File: config.mk
export PLATFORM = sky130hd
export DESIGN_NAME = stream_argmin
export DESIGN_NICKNAME = d
export VERILOG_FILES = /design/src/rtl/stream_argmin.sv
export SDC_FILE = /design/constraint.sdc
export NUM_CORES = 1
export LEC_CHECK = 0
export CORE_ASPECT_RATIO = 1.25
export CORE_MARGIN = 5
export CORE_UTILIZATION = 40
export CTS_BUF_LIST = sky130_fd_sc_hd__clkbuf_4 sky130_fd_sc_hd__clkbuf_8 sky130_fd_sc_hd__clkbuf_16
export CTS_CLUSTER_DIAMETER = 100
export DETAILED_ROUTE_END_ITERATION = 16
export PLACE_DENSITY = 0.66
export SYNTH_ARGS = -nofsm -noshare
export SYNTH_HDL_FRONTEND = slang
export SYNTH_SLANG_ARGS = --single-unit
File: constraint.sdc
create_clock -name clk -period 3.31 [get_ports clk]
set_clock_uncertainty 0.05 [all_clocks]
set_input_delay 0.8275 -clock clk [delete_from_list [all_inputs] [get_ports clk]]
set_output_delay 0.8275 -clock clk [all_outputs]
set_load 0.01 [all_outputs]
File: src/rtl/stream_argmin.sv
// rtl/stream_argmin.sv - windowed streaming argmin over LANES candidates per beat, BEATS beats per window.
// Optional STREAM_ARGMIN_UNIQ_EN adds second-minimum tracking for the out_uniq flag.
module stream_argmin #(
  parameter int DATA_W      = 8,
  parameter int LANES       = 4,
  parameter int BEATS       = 16,
  parameter int IDX_W       = 10,
  parameter int IDX_OFFSET  = 0,
  parameter int UNIQ_MARGIN = 0
) (
  input  logic                    clk,
  input  logic                    rst_n,
  input  logic                    in_valid,
  output logic                    in_ready,
  input  logic [DATA_W*LANES-1:0] in_data,
  output logic                    out_valid,
  input  logic                    out_ready,
  output logic [DATA_W-1:0]       out_min,
  output logic [IDX_W-1:0]        out_idx,
  output logic                    out_uniq
);

  localparam int CNT_W  = (BEATS > 1) ? $clog2(BEATS) : 1;
  localparam int LANE_W = $clog2(LANES);
  localparam logic [CNT_W-1:0] LAST_BEAT = CNT_W'(BEATS - 1);

  if (LANES < 2 || LANES > 64) begin : g_bad_lanes
    $error("stream_argmin: LANES out of range");
  end
  if (BEATS < 1 || BEATS > 256) begin : g_bad_beats
    $error("stream_argmin: BEATS out of range");
  end
  if (LANES * BEATS + IDX_OFFSET > (1 << IDX_W)) begin : g_bad_idx
    $error("stream_argmin: IDX_W too narrow");
  end
  if (UNIQ_MARGIN < 0 || (UNIQ_MARGIN >> DATA_W) != 0) begin : g_bad_margin
    $error("stream_argmin: UNIQ_MARGIN does not fit DATA_W");
  end

  logic [CNT_W-1:0]  beat_cnt;
  logic [DATA_W-1:0] acc_min;
  logic [IDX_W-1:0]  acc_idx;

  logic [DATA_W-1:0] beat_min;
  logic [LANE_W-1:0] lane_idx;
  logic [DATA_W-1:0] lane;
  logic [IDX_W-1:0]  beat_idx;
  logic              first;
  logic              last;
  logic              accept;
  logic              take;
  logic [DATA_W-1:0] nxt_min;
  logic [IDX_W-1:0]  nxt_idx;
  logic              nxt_uniq;

`ifdef STREAM_ARGMIN_UNIQ_EN
  logic [DATA_W-1:0] acc_sec;
  logic [DATA_W-1:0] beat_sec;
  logic [DATA_W-1:0] nxt_sec;
`endif

  // Per-beat reduction; strict compare keeps the lowest lane on ties.
  always_comb begin
    beat_min = in_data[0 +: DATA_W];
    lane_idx = '0;
    lane     = '0;
`ifdef STREAM_ARGMIN_UNIQ_EN
    beat_sec = '1;
`endif
    for (int k = 1; k < LANES; k++) begin
      lane = in_data[k*DATA_W +: DATA_W];
      if (lane < beat_min) begin
`ifdef STREAM_ARGMIN_UNIQ_EN
        beat_sec = beat_min;
`endif
        beat_min = lane;
        lane_idx = LANE_W'(k);
      end
`ifdef STREAM_ARGMIN_UNIQ_EN
      else if (lane < beat_sec) begin
        beat_sec = lane;
      end
`endif
    end
  end

  assign in_ready = !out_valid || out_ready;
  assign accept   = in_valid && in_ready;
  assign first    = (beat_cnt == '0);
  assign last     = (beat_cnt == LAST_BEAT);
  assign beat_idx = IDX_W'(beat_cnt) * IDX_W'(LANES) + IDX_W'(lane_idx) + IDX_W'(IDX_OFFSET);
  assign take     = first || (beat_min < acc_min);
  assign nxt_min  = take ? beat_min : acc_min;
  assign nxt_idx  = take ? beat_idx : acc_idx;

`ifdef STREAM_ARGMIN_UNIQ_EN
  // A displaced minimum becomes a second-min candidate; a losing or tying beat_min does too.
  always_comb begin
    if (first) begin
      nxt_sec = beat_sec;
    end else if (take) begin
      nxt_sec = (acc_min < beat_sec) ? acc_min : beat_sec;
    end else begin
      nxt_sec = (beat_min < acc_sec) ? beat_min : acc_sec;
    end
  end
  assign nxt_uniq = ({1'b0, nxt_sec} - {1'b0, nxt_min}) > (DATA_W+1)'(UNIQ_MARGIN);
`else
  assign nxt_uniq = 1'b1;
`endif

  always_ff @(posedge clk or negedge rst_n) begin
    if (!rst_n) begin
      beat_cnt  <= '0;
      acc_min   <= '0;
      acc_idx   <= '0;
`ifdef STREAM_ARGMIN_UNIQ_EN
      acc_sec   <= '0;
`endif
      out_valid <= 1'b0;
      out_min   <= '0;
      out_idx   <= '0;
      out_uniq  <= 1'b0;
    end else begin
      if (accept) begin
        beat_cnt <= last ? '0 : beat_cnt + 1'b1;
        acc_min  <= nxt_min;
        acc_idx  <= nxt_idx;
`ifdef STREAM_ARGMIN_UNIQ_EN
        acc_sec  <= nxt_sec;
`endif
      end
      // in_ready guarantees the old result is gone whenever a last beat lands.
      if (accept && last) begin
        out_valid <= 1'b1;
        out_min   <= nxt_min;
        out_idx   <= nxt_idx;
        out_uniq  <= nxt_uniq;
      end else if (out_ready) begin
        out_valid <= 1'b0;
      end
    end
  end

endmodule

==> summary.json <==
{
  "outcome": {"value": "finished with violations"},
  "violations_in_the_final_reports": {"value": "negative setup slack"},
  "via_count": {"value": 2827},
  "setup-tns-final": {"value": -108800, "unit": "ps"},
  "share_of_layout_cells_above_drive_strength_1": {"value": 48.6, "unit": "%"},
  "std_cell_rows": {"value": 34},
  "max_cap_viol_count": {"value": 0},
  "worst_setup_hold_path_clk_slew": {"value": 80, "unit": "ps"},
  "synth_async_sr_flop_share": {"value": 100, "unit": "%"},
  "clock_path_buffers": {"value": 2},
  "number_of_antenna_violations_at_the_first_check_in_global_routing": {"value": 0},
  "ys_warn_count": {"value": 0},
  "worstRegToRegCells": {"value": 10},
  "detail_route.wl_per_cell": {"value": 15.0, "unit": "um"},
  "setup_violations": {"value": 36},
  "actual_slew_at_the_worst_max_slew_pin": {"value": 921, "unit": "ps"},
  "unique_cell_type_count_in_the_yosys_netlist": {"value": 48},
  "fin_util": {"value": 72.1, "unit": "%"},
  "via_per_inst": {"value": 5.11},
  "worst-endpoint-required": {"value": 3440, "unit": "ps"},
  "postCtsHoldBufs": {"value": 0},
  "synthesized_netlist_net_count": {"value": 371},
  "yosys_register_bits": {"value": 42},
  "numClockSinks": {"value": 42},
  "worst_skew_pair.late_latency": {"value": 300, "unit": "ps"},
  "setup.worst_path.start_class": {"value": "primary input"},
  "ys_dominant_reg_cell": {"value": "dfrtp_1"},
  "cts_made_buffers": {"value": 5},
  "max-vdd-ir-drop": {"value": 0.000400, "unit": "V"},
  "route.detailed.drc": {"value": 0},
  "dr.first_iter.drc_count": {"value": 85},
  "largest_net_degree_at_the_start_of_global_routing": {"value": 43},
  "floorplan.io_pins": {"value": 57},
  "worst_setup_path_end_kind": {"value": "flop"},
  "hold-path-cell-count": {"value": 1},
  "die_width": {"value": 85.9, "unit": "um"},
  "end_point_of_the_worst_hold_path": {"value": "out_uniq"},
  "longest_individual_stage_delay_on_the_worst_path": {"value": 310, "unit": "ps"},
  "clock_tree_from_tritoncts": {"value": "yes"},
  "htreeDepth": {"value": 2},
  "slowest_stage": {"value": "mux2_4"},
  "ant_nets": {"value": 0},
  "syn_inst": {"value": 307},
  "total_count_of_max_transition_violations_in_the_final_report": {"value": 0},
  "die_h": {"value": 105, "unit": "um"},
  "critPathMostFrequentCell": {"value": "a21o_1"},
  "worst-r2r-setup-slack": {"value": 970, "unit": "ps"},
  "global_route.overflow_total": {"value": 0},
  "maximum_net_fanout_on_the_critical_path": {"value": 7},
  "global_placer_s_final_weighted_congestion": {"value": 0.808},
  "power_leakage": {"value": 2.39, "unit": "nW"},
  "place_hpwl": {"value": 5740, "unit": "um"},
  "period_needed": {"value": 6410, "unit": "ps"},
  "min-delay-path-class": {"value": "reg2reg"},
  "min-delay-start": {"value": "out_uniq"},
  "numPortBuffers": {"value": 56},
  "cts.root.buffer_cell": {"value": "clkbuf_8"},
  "drt_pre_antenna_iters": {"value": 4},
  "p_per_area": {"value": 714, "unit": "nW/um2"},
  "post-synth-top-area-fraction": {"value": 36.5, "unit": "%"},
  "track_usage": {"value": 17.0, "unit": "%"},
  "max_slew_margin": {"value": 38.6, "unit": "%"},
  "syn2layout_area_growth": {"value": 74.8, "unit": "%"},
  "drt_wirelength": {"value": 8280, "unit": "um"},
  "antennaDiodeCount": {"value": 0},
  "core-area": {"value": 6980, "unit": "um2"},
  "finalNetCount": {"value": 526},
  "synth_sequential_area_ratio": {"value": 36.5, "unit": "%"},
  "wire_length_of_the_first_global_routing_pass": {"value": 12700, "unit": "um"},
  "synth_enable_flop_cells": {"value": 0},
  "crit_type": {"value": "in2reg"},
  "critical_path_arrival": {"value": 6540, "unit": "ps"},
  "syn_avg_cell_area": {"value": 9.38, "unit": "um2"},
  "hold_violations": {"value": 0},
  "grt_setup_unrepaired": {"value": "true"},
  "worst_r2r_startpoint": {"value": "acc_min[2]"},
  "synth.top_cells.by_area": {"value": "dfrtp_1 37%, ha_1 12%, nand2_1 5.2%, inv_1 4.7%, mux2_4 4.7%"},
  "final_min_period_over_clock_period": {"value": 194, "unit": "%"},
  "dominant_cell_type_by_area_after_synthesis": {"value": "dfrtp_1"},
  "first_global_vias": {"value": 2848},
  "final.setup.worst_slack": {"value": -3100, "unit": "ps"},
  "start_util": {"value": 41.3, "unit": "%"},
  "timing.rr.end": {"value": "out_idx[2]"},
  "maxClockFrequency": {"value": 156, "unit": "MHz"},
  "cell_area_after_synthesis": {"value": 2880, "unit": "um2"},
  "die-area": {"value": 9000, "unit": "um2"}
}
-- placed cells by master, fill, tap and decap left out, types with 5 or more instances in the layout --
| master | Yosys | routed |
|---|---|---|
| o21ai_1 | 3 | 8 |
| ha_1 | 28 | 12 |
| a21oi_1 | 14 | 8 |
| o21ai_0 | 16 | 6 |
| dfrtp_1 | 42 | 42 |
| inv_2 | 0 | 6 |
| clkbuf_2 | 0 | 8 |
| buf_6 | 1 | 12 |
| clkdlybuf4s50_1 | 0 | 39 |
| nand2_1 | 40 | 38 |
| mux2_4 | 9 | 17 |
| mux2i_1 | 13 | 7 |
| a21o_1 | 7 | 7 |
| inv_1 | 36 | 29 |
| buf_4 | 1 | 86 |
| nor2_1 | 17 | 10 |
| mux2i_2 | 0 | 5 |
| clkbuf_8 | 0 | 5 |
| nor2_2 | 0 | 5 |
| ha_4 | 0 | 14 |
-- kinds of logic after synthesis --
logic type,count (synthesis),share of synthesized area (%)
AO/OA/AOI/OAI,64,16.0
XOR/XNOR,2,0.609
buffers and inverters,46,6.43
multiplexers,32,13.1
AND/OR/NAND/NOR,91,14.4
adder cells (fa/ha/maj),30,12.9
flip-flops,42,36.5
-- what timing repair did --
item	CTS	global route
cloned	0	2
hold endpoints to repair	0	0
pin swaps	34	38
endpoints found under the setup margin	36	36
gates resized for setup	94	69
buffers inserted	22	10
-- area by class of cell --
class,count,area [um2]
Clock buffer,6,76.3
Clock inverter,2,13.8
Fill cell,497,1950
Inverter,36,143
Multi-Input combinational cell,219,2230
Sequential cell,42,1050
Tap cell,90,113
Timing Repair Buffer,158,1410
-- worst max-delay path: cells and delay by family --
| family | cells | cell delay (ps) |
|---|---|---|
| adders and majority gates | 4 | 880 |
| AOI/OAI and AO/OA | 16 | 2880 |
| and+or+nand+nor | 5 | 720 |
| buffers and inverters | 7 | 740 |
| muxes | 2 | 490 |
-- power by group --
part / switching (W) / internal (W) / total [W]
Combinational: 0.00105 / 0.00137 / 0.00243
Clock: 0.000180 / 0.000157 / 0.000337
Sequential: 0.000131 / 0.000697 / 0.000828
-- routing by layer --
| layer | track usage [%] | wire length [um] | up-vias |
|---|---|---|---|
| met5 | 0 | 0 | - |
| met2 | 31.3 | 4440 | 71 |
| met1 | 19.6 | 3260 | 1354 |
| li1 | - | - | 1382 |
| met3 | 2.99 | 373 | 20 |
| met4 | 5.54 | 201 | 0 |
-- cell usage after synthesis (all sizes together), types with 2 or more instances --
cell    instances
mux2i          13
inv            36
xnor2           2
dfrtp          42
mux2           19
a31oi           2
a211oi          2
nand2          40
clkbuf          7
or2             2
nand2b          2
a221o           2
o311ai          7
buf             3
nor3            5
nor2b           4
maj3            2
o21ai          20
nand3           9
nor2           17
ha             28
o21a            2
and2            6
a21oi          16
nand4           3
a21o            7
-- sequential cells by signal, indices dropped and copies added, names as in the netlist --
register,flops
acc_idx,10
out_idx,10
acc_min,8
out_min,8
beat_cnt,4
out_uniq,1
out_valid,1
-- worst max path at each step --
stage / start / end / slack (ps) / cells past startpoint
floorplan: in_data[10] / acc_idx[0] / -3170 / 31
global placement: in_data[2] / out_idx[5] / -3930 / 35
detailed placement: in_data[2] / out_idx[5] / -4120 / 35
CTS: in_data[2] / out_idx[3] / -3240 / 34
global route: in_data[2] / acc_idx[3] / -3400 / 34
finish: in_data[2] / out_idx[2] / -3100 / 34
-- stage by stage --
stage / area (um2) / std cells / setup slack, ps / total power [W] / hold slack, ps
2_1_floorplan: 3040 / 307 / -3170 / 0.00181 / 408
3_3_place_gp: 4190 / 513 / -3930 / 0.00251 / 400
3_5_place_dp: 4190 / 513 / -4120 / 0.00255 / 407
4_1_cts: 4690 / 543 / -3240 / 0.00309 / 425
5_1_grt: 5030 / 553 / -3400 / 0.00382 / 460
6_report: 5030 / 553 / -3100 / 0.00359 / 416
Power figures use the tool's default switching activity.
